### config.mk
export PLATFORM = sky130hd
export DESIGN_NAME = ps2_host_tx
export DESIGN_NICKNAME = d
export VERILOG_FILES = /design/src/rtl/ps2_host_tx.sv
export SDC_FILE = /design/constraint.sdc
export NUM_CORES = 1
export LEC_CHECK = 0
export CORE_UTILIZATION = 35
export DETAILED_ROUTE_END_ITERATION = 10
export GPL_ROUTABILITY_DRIVEN = 0
export HOLD_SLACK_MARGIN = 0.03
export PLACE_DENSITY_LB_ADDON = 0.1
export SYNTH_ARGS = -nofsm -noshare
export SYNTH_HDL_FRONTEND = slang
export SYNTH_SLANG_ARGS = --single-unit
### constraint.sdc
create_clock -name clock -period 2.5 [get_ports clock]
set_clock_uncertainty 0.2 [all_clocks]
set_input_delay 0.375 -clock clock [delete_from_list [all_inputs] [get_ports clock]]
set_output_delay 0.375 -clock clock [all_outputs]
set_load 0.03 [all_outputs]
### src/rtl/ps2_host_tx.sv
// PS/2 host-to-device transmitter: inhibits the bus, requests to send, shifts one byte out and checks the ACK.
// Optional build macro PS2_TX_RESEND_EN retries a failed byte up to two more times before reporting an error.
module ps2_host_tx #(
  parameter int INHIBIT_CYCLES = 5000,
  parameter int TIMEOUT_CYCLES = 750000
) (
  input  logic       clock,
  input  logic       reset,
  input  logic [7:0] tx_data,
  input  logic       tx_valid,
  output logic       tx_ready,
  input  logic       ps2_clock_in,
  input  logic       ps2_data_in,
  output logic       ps2_clock_drive_low,
  output logic       ps2_data_drive_low,
  output logic       rx_inhibit,
  output logic       tx_done,
  output logic       tx_error
);
  localparam int INH_W  = $clog2(INHIBIT_CYCLES + 1);
  localparam int TOUT_W = $clog2(TIMEOUT_CYCLES + 1);
  localparam logic [INH_W-1:0]  INH_LAST  = INH_W'(INHIBIT_CYCLES - 1);
  localparam logic [INH_W-1:0]  INH_ONE   = INH_W'(1);
  localparam logic [TOUT_W-1:0] TOUT_LAST = TOUT_W'(TIMEOUT_CYCLES - 1);
  localparam logic [TOUT_W-1:0] TOUT_ONE  = TOUT_W'(1);

  typedef enum logic [2:0] {
    IDLE      = 3'd0,
    INHIBIT   = 3'd1,
    REQ       = 3'd2,
    SEND      = 3'd3,
    ACK       = 3'd4,
    WAIT_IDLE = 3'd5
  } state_t;

  // Odd parity: the bit that makes the total count of ones odd.
  function automatic logic odd_parity(input logic [7:0] d);
    return ~^d;
  endfunction

  state_t            state_r;
  logic              tx_ready_r, cdl_r, ddl_r, rx_inhibit_r, tx_done_r, tx_error_r;
  logic [INH_W-1:0]  inh_cnt_r;
  logic [TOUT_W-1:0] tout_cnt_r;
  logic [3:0]        bit_idx_r;
  logic [7:0]        byte_r;
  logic              parity_r, ack_r;
  logic              clk_meta_r, clk_sync_r, clk_prev_r, dat_meta_r, dat_sync_r;
  logic              clk_fall_s, timed_s, timeout_s, lines_idle_s, fail_s;
`ifdef PS2_TX_RESEND_EN
  logic [1:0]        retry_cnt_r;
`endif

  // Synchronize both asynchronous bus lines and keep one older clock sample for edge detection
  always_ff @(posedge clock) begin
    if (reset) begin
      clk_meta_r <= 1'b1;
      clk_sync_r <= 1'b1;
      clk_prev_r <= 1'b1;
      dat_meta_r <= 1'b1;
      dat_sync_r <= 1'b1;
    end else begin
      clk_meta_r <= ps2_clock_in;
      clk_sync_r <= clk_meta_r;
      clk_prev_r <= clk_sync_r;
      dat_meta_r <= ps2_data_in;
      dat_sync_r <= dat_meta_r;
    end
  end

  assign clk_fall_s   = clk_prev_r & ~clk_sync_r;
  assign lines_idle_s = clk_sync_r & dat_sync_r;
  assign timed_s      = (state_r == REQ) || (state_r == SEND) || (state_r == ACK) || (state_r == WAIT_IDLE);
  assign timeout_s    = timed_s && (tout_cnt_r == TOUT_LAST);
  // A NACK only counts as a failure once the device has released the bus.
  assign fail_s       = timeout_s || ((state_r == WAIT_IDLE) && lines_idle_s && !ack_r);

  // Transmit sequencer: frame timing, line drives, timeout and completion pulses
  always_ff @(posedge clock) begin
    if (reset) begin
      state_r      <= IDLE;
      tx_ready_r   <= 1'b1;
      cdl_r        <= 1'b0;
      ddl_r        <= 1'b0;
      rx_inhibit_r <= 1'b0;
      tx_done_r    <= 1'b0;
      tx_error_r   <= 1'b0;
      inh_cnt_r    <= {INH_W{1'b0}};
      tout_cnt_r   <= {TOUT_W{1'b0}};
      bit_idx_r    <= 4'd0;
      byte_r       <= 8'h00;
      parity_r     <= 1'b0;
      ack_r        <= 1'b0;
`ifdef PS2_TX_RESEND_EN
      retry_cnt_r  <= 2'd0;
`endif
    end else begin
      tx_done_r  <= 1'b0;
      tx_error_r <= 1'b0;
      if (timed_s) begin
        tout_cnt_r <= tout_cnt_r + TOUT_ONE;
      end
      if (fail_s) begin
`ifdef PS2_TX_RESEND_EN
        if (retry_cnt_r != 2'd2) begin
          retry_cnt_r <= retry_cnt_r + 2'd1;
          inh_cnt_r   <= {INH_W{1'b0}};
          cdl_r       <= 1'b1;
          ddl_r       <= 1'b0;
          state_r     <= INHIBIT;
        end else begin
          cdl_r        <= 1'b0;
          ddl_r        <= 1'b0;
          tx_error_r   <= 1'b1;
          tx_ready_r   <= 1'b1;
          rx_inhibit_r <= 1'b0;
          state_r      <= IDLE;
        end
`else
        cdl_r        <= 1'b0;
        ddl_r        <= 1'b0;
        tx_error_r   <= 1'b1;
        tx_ready_r   <= 1'b1;
        rx_inhibit_r <= 1'b0;
        state_r      <= IDLE;
`endif
      end else begin
        case (state_r)
          IDLE: begin
            if (tx_valid) begin
              byte_r       <= tx_data;
              parity_r     <= odd_parity(tx_data);
              inh_cnt_r    <= {INH_W{1'b0}};
              cdl_r        <= 1'b1;
              tx_ready_r   <= 1'b0;
              rx_inhibit_r <= 1'b1;
              state_r      <= INHIBIT;
`ifdef PS2_TX_RESEND_EN
              retry_cnt_r  <= 2'd0;
`endif
            end
          end
          INHIBIT: begin
            if (inh_cnt_r == INH_LAST) begin
              cdl_r      <= 1'b0;
              ddl_r      <= 1'b1;
              tout_cnt_r <= {TOUT_W{1'b0}};
              state_r    <= REQ;
            end else begin
              inh_cnt_r <= inh_cnt_r + INH_ONE;
            end
          end
          REQ: begin
            if (clk_fall_s) begin
              ddl_r     <= ~byte_r[0];
              bit_idx_r <= 4'd1;
              state_r   <= SEND;
            end
          end
          SEND: begin
            // Index 1..7 data, 8 parity, 9 stop (line released).
            if (clk_fall_s) begin
              if (bit_idx_r < 4'd8) begin
                ddl_r <= ~byte_r[bit_idx_r[2:0]];
              end else if (bit_idx_r == 4'd8) begin
                ddl_r <= ~parity_r;
              end else begin
                ddl_r   <= 1'b0;
                state_r <= ACK;
              end
              bit_idx_r <= bit_idx_r + 4'd1;
            end
          end
          ACK: begin
            if (clk_fall_s) begin
              ack_r   <= ~dat_sync_r;
              state_r <= WAIT_IDLE;
            end
          end
          WAIT_IDLE: begin
            if (lines_idle_s) begin
              tx_done_r    <= 1'b1;
              tx_ready_r   <= 1'b1;
              rx_inhibit_r <= 1'b0;
              state_r      <= IDLE;
            end
          end
          default: begin
            cdl_r        <= 1'b0;
            ddl_r        <= 1'b0;
            tx_ready_r   <= 1'b1;
            rx_inhibit_r <= 1'b0;
            state_r      <= IDLE;
          end
        endcase
      end
    end
  end

  assign tx_ready            = tx_ready_r;
  assign ps2_clock_drive_low = cdl_r;
  assign ps2_data_drive_low  = ddl_r;
  assign rx_inhibit          = rx_inhibit_r;
  assign tx_done             = tx_done_r;
  assign tx_error            = tx_error_r;
endmodule

==> results of run 1 <==
final cells by class:
cell class,instances,area (um^2),area share
inverters,8,30.0,0.00881
well taps,102,128,0.0375
clock inverters,4,47.5,0.0140
repair buffers,27,248,0.0727
multi-input cells,257,1580,0.464
clock buffers,11,151,0.0444
flip-flops and latches,61,1220,0.358
metrics by stage:
stage               power [mW]  setup WS [ps]  hold WS, ps
global placement          1.19            310          193
finish                    2.05            279          210
global route              2.15           34.8          236
CTS                       2.08            265          212
floorplan                 1.13            580          189
detailed placement        1.19            292          195
registers in the layout (all words and copies together) (netlist names):
signal	flops
ack_r	1
bit_idx_r	4
byte_r	8
clk_meta_r	1
clk_prev_r	1
clk_sync_r	1
dat_meta_r	1
dat_sync_r	1
inh_cnt_r	13
parity_r	1
ps2_clock_drive_low	1
ps2_data_drive_low	1
rx_inhibit	1
state_r	3
tout_cnt_r	20
tx_done	1
tx_error	1
tx_ready	1
path summary, 6_finish.rpt:
kind                                       to  slack, ps  cells after the start
max          ps2_clock_drive_low$_SDFFE_PP0P_        280                      5
max reg2reg  ps2_clock_drive_low$_SDFFE_PP0P_        280                      5
min reg2reg             clk_sync_r$_SDFF_PP1_        210                      1
min                     clk_sync_r$_SDFF_PP1_        210                      1
per-layer routing:
layer | global-route usage | wire, um | part of all wire | up-vias
li1 | - | - | - | 1226
met1 | 0.200 | 2900 | 0.49 | 1083
met2 | 0.242 | 2650 | 0.45 | 35
met3 | 0.0320 | 175 | 0.030 | 14
met4 | 0.0795 | 153 | 0.026 | 0
met5 | 0 | 0 | 0 | -
cell usage in the layout (no fill, tap or decap), types with 3 or more instances in the layout:
cell / synthesis / final
nand4_1: 7 / 7
or3_1: 5 / 5
a21oi_1: 21 / 21
clkdlybuf4s50_1: 0 / 18
or2_2: 7 / 7
clkbuf_8: 0 / 11
nand4_2: 3 / 3
nand3_1: 15 / 15
dfxtp_1: 61 / 61
nor2b_1: 4 / 4
xnor2_1: 30 / 30
nor2_1: 41 / 41
xor2_1: 6 / 6
inv_1: 8 / 8
buf_4: 0 / 9
o21ai_0: 10 / 10
mux2i_1: 4 / 4
nor3_1: 21 / 21
nand2b_1: 6 / 6
nor4b_1: 3 / 3
a31oi_1: 3 / 3
nor4_1: 6 / 6
ha_1: 4 / 4
and3_1: 7 / 7
nand2_1: 34 / 34
cell families (layout without fill, tap and decap cells):
logic type,count (synthesis),count (layout),share of synthesized area
compound gates,44,44,0.0940
xor+xnor,37,37,0.115
fa+ha+maj,4,4,0.0173
buf+inv,21,50,0.0295
flops,61,61,0.423
mux,6,6,0.0295
simple gates,166,166,0.292
power by group:
group	switching (mW)	leakage (nW)	internal (mW)
combinational	0.0843	0.554	0.0737
sequential	0.0153	0.495	0.995
clock	0.373	0.101	0.505
critical path, stage by stage, from the launching register on:
cell     delay, ps
dfxtp_1        400
nor4b_1        410
nand3_1        250
nor4_1         290
or2_2          440
nor3_1         100
==> results_dict.tcl, run 1 <==
set metrics [dict create \
    outcome "finished, final reports clean" \
    synthTopCellsByArea "dfxtp_1 (42%), xnor2_1 (9.1%), nor2_1 (5.3%), nand2_1 (4.4%), a21oi_1 (3.6%)" \
    path_max_fanout 21 \
    layout-drive-gt1-share 0.106 \
    worstSkewPairLatency_ps 330 \
    cts_resized 0 \
    synthArstFlopShare 0 \
    hpwl_mm 4.17 \
    syn_nets 356 \
    rsz0062_at_grt "no" \
    crit_required_ps 2500 \
    hp-class "flop to flop" \
    fill_cells 813 \
    endpoint_kind "flop" \
    start_kind "flop" \
    clock-sinks 61 \
    die-area_um2 8620 \
    design_area_um2 3410 \
    synth-edff-count 0 \
    grt_max_degree 29 \
    yosysTopAreaCellShare 0.423 \
    post_cts_buffers 0 \
    ys.flop_type "dfxtp_1" \
    synthMostInstantiatedCell "dfxtp_1" \
    tightest_slew_ps 500 \
    power.density_nw_per_um2 601 \
    setup_tns_ps 0 \
    ys_ff_latch 61 \
    io_buffers 18 \
    period_needed_ps 2220 \
    drtPass1Iterations 4 \
    synth_cell_types 40 \
    finalCritPeriodShare 0.888 \
    cp.arrival_ps 2220 \
    drt-wirelength-per-cell_um 12.5 \
    die_h_um 92.8 \
    route.detailed.drc 0 \
    synthCells 339 \
    rows 32 \
    nets 381 \
    min_from "clk_meta_r$_SDFF_PP1_" \
    first_iter_violations 84 \
    cts_root_buf "clkbuf_8" \
    cts_tree "yes" \
    synth.top_cells.by_count "dfxtp_1 (61), nor2_1 (41), nand2_1 (34), xnor2_1 (30)" \
    timing.fmax_ghz 0.450 \
    relSlewSlack 0.667 \
    leakagePower_nw 1.15 \
    overflow 0 \
    grt_usage 0.155 \
    ir_worst_vdd_uv 257 \
    placed_cells 455 \
    worstReg2RegStart "inh_cnt_r[2]$_SDFFE_PP0P_" \
    antenna_left 0 \
    finalSetupViolCount 0 \
    start_util 0.368 \
    fin_cells 470 \
    antenna_found_initial 0 \
    synth_area_um2 2890 \
    cp-startpoint "inh_cnt_r[2]$_SDFFE_PP0P_" \
    ys_warn_count 0 \
    slew_viol_final 0 \
    avgSynthCellArea_um2 8.52 \
    cts_buffers 9 \
    die_w_um 92.8 \
    syn_to_final_growth_pct 18.0 \
    yosysTopAreaCell "dfxtp_1" \
    vias 2358 \
    cap_viol_max_count 0 \
    final_core_util 0.434 \
    seq_area_frac_synth 0.423 \
    core_um2 7850 \
    clk_pin_slew_ps 70 \
    ctsHoldBuffers 0 \
    place_area_um2 3210 \
    hold_violations 0 \
    cts_max_path_buffers 2 \
    grt_pass1_wl_mm 10.5 \
    vias_per_cell 5.02 \
    diodes 0 \
    wl_mm 5.88 \
    path_class "flop to flop" \
    htreeDepth 3 \
    grt_pass1_vias 2286 \
    io_pins 19 \
]
No activity file was read; power rests on OpenSTA's default activity.
==> run 2: changes to the inputs <==
--- a/config.mk
+++ b/config.mk
@@ -10,6 +10,7 @@
 export GPL_ROUTABILITY_DRIVEN = 0
 export HOLD_SLACK_MARGIN = 0.03
 export PLACE_DENSITY_LB_ADDON = 0.1
+export RECOVER_POWER = 100
 export SYNTH_ARGS = -nofsm -noshare
 export SYNTH_HDL_FRONTEND = slang
 export SYNTH_SLANG_ARGS = --single-unit
==> run 2 against run 1 <==
  * Combinational power decreased by 3%
  * First-iteration DRC count increased by 1.2%
  * Maximum frequency rose by 0.12%
  * Routed wire length is 0.34% lower
  * Critical path depth is the same
  * Critical path type unchanged
==> results_dict.tcl, run 2 (synthesis results as in run 1) <==
set metrics [dict create \
    nets 381 \
    start_util 0.368 \
    core_um2 7850 \
    rsz0062_at_grt "no" \
    hold_end "clk_sync_r$_SDFF_PP1_" \
    clk_pin_slew_ps 70 \
    die-area_um2 8620 \
    power.density_nw_per_um2 602 \
    drtPass1Iterations 4 \
    cts_tree "yes" \
    die_h_um 92.8 \
    route.detailed.drc 0 \
    grt_pass1_wl_mm 10.5 \
    outcome "finished, final reports clean" \
    endpoint_kind "flop" \
    top_register "tout_cnt_r" \
    diodes 0 \
    reg_top3 "tout_cnt_r (20), inh_cnt_r (13), byte_r (8)" \
    cts_resized 0 \
    slew_viol_final 0 \
    tightest_slew_ps 1130 \
    first_iter_violations 85 \
    clock-sinks 61 \
    rows 32 \
    antenna_found_initial 0 \
    crit_chain "nor4b_1 > nand3_1 > nor4_1 > or2_2 > nor3_1" \
    hold_violations 0 \
    path_class "flop to flop" \
    timing.fmax_ghz 0.451 \
    finalSetupViolCount 0 \
    worstReg2RegStart "inh_cnt_r[2]$_SDFFE_PP0P_" \
    hold_path_depth 1 \
    drt-wirelength-per-cell_um 12.5 \
    io_buffers 18 \
    worstSkewPairLatency_ps 330 \
    grt_usage 0.155 \
    cts_max_path_buffers 2 \
    slowest_delay_ps 440 \
    cts_buffers 9 \
    ctsHoldBuffers 0 \
    io_pins 19 \
    grt_max_degree 29 \
    crit_required_ps 2480 \
    cap_viol_max_count 0 \
    crit_slowest_cell "or2_2" \
    vias 2347 \
    post_cts_buffers 0 \
    cp_top_family "simple AND/OR/NAND/NOR gates" \
    vias_per_cell 4.99 \
    r2r_cells 5 \
    hp-class "flop to flop" \
    relSlewSlack 0.245 \
    final_common_cell "dfxtp_1" \
    cts_root_buf "clkbuf_8" \
    worst-path-buf-inv 0 \
    r2r_end "ps2_clock_drive_low$_SDFFE_PP0P_" \
    leakagePower_nw 1.15 \
    ir_worst_vdd_uv 253 \
    path_max_fanout 21 \
    syn_to_final_growth_pct 17.3 \
    cp.arrival_ps 2200 \
    most-common-layout-cells "dfxtp_1 (61), nor2_1 (41), nand2_1 (34), xnor2_1 (30)" \
    grt_pass1_vias 2286 \
    min_from "clk_meta_r$_SDFF_PP1_" \
    start_kind "flop" \
    largest_register_ffs 20 \
    period_needed_ps 2220 \
    r2r_slack_ps 280 \
    wl_mm 5.86 \
    antenna_left 0 \
    hpwl_mm 4.17 \
    die_w_um 92.8 \
    final_core_util 0.432 \
    layout-drive-gt1-share 0.101 \
    setup_tns_ps 0 \
    finalCritPeriodShare 0.887 \
    htreeDepth 3 \
    overflow 0 \
]
run 2: cell types whose count changed in the layout (fill, tap and decap cells not counted), moves of 2 or more:
cell,before,now
clkdlybuf4s50_1,18,11
buf_4,9,6
dlygate4sd3_1,0,7
clkbuf_1,0,2
run 2: cell type report:
type | count | area, um^2
timing repair buffer | 27 | 238
fill | 818 | 4460
tap | 102 | 128
clock buffer | 11 | 151
multi-input combinational | 257 | 1570
sequential | 61 | 1220
clock inverter | 4 | 47.5
inverter | 8 | 30.0
run 2: worst max-delay path by stage:
stage                              startpoint                                to  depth (start not counted)
floorplan             state_r[2]$_SDFFE_PP0P_         bit_idx_r[1]$_SDFFE_PP0P_                          6
global placement                     tx_valid         inh_cnt_r[9]$_SDFFE_PP0P_                          6
detailed placement  inh_cnt_r[2]$_SDFFE_PP0P_          tout_cnt_r[0]$_SDFF_PP0_                          5
CTS                 inh_cnt_r[2]$_SDFFE_PP0P_  ps2_clock_drive_low$_SDFFE_PP0P_                          5
global route        inh_cnt_r[2]$_SDFFE_PP0P_  ps2_clock_drive_low$_SDFFE_PP0P_                          5
finish              inh_cnt_r[2]$_SDFFE_PP0P_  ps2_clock_drive_low$_SDFFE_PP0P_                          5
run 2: where the power goes:
part | internal, mW | total [mW] | leakage, nW | switching (mW)
sequential | 0.995 | 1.01 | 0.495 | 0.0148
clock | 0.505 | 0.876 | 0.101 | 0.370
combinational | 0.0700 | 0.154 | 0.558 | 0.0836
total | 1.57 | 2.04 | 1.15 | 0.469
run 2: routing by layer:
layer  part of all wire  vias to the layer above  GRT usage
met4              0.018                        0     0.0795
met1               0.49                     1078      0.200
li1                   -                     1227          -
met3              0.031                        9     0.0320
met2               0.46                       33      0.242
met5                  0                        -          0
run 2: metrics by stage:
step | power, mW | hold WS [ps] | area, um^2 | std cells | setup WS (ps)
after global routing | 2.14 | 236 | 3390 | 470 | 30.7
after detailed placement | 1.19 | 195 | 3210 | 455 | 292
after floorplan | 1.13 | 189 | 2890 | 339 | 580
after CTS | 2.08 | 212 | 3410 | 470 | 265
final | 2.04 | 210 | 3390 | 470 | 282
after global placement | 1.19 | 193 | 3210 | 455 | 310
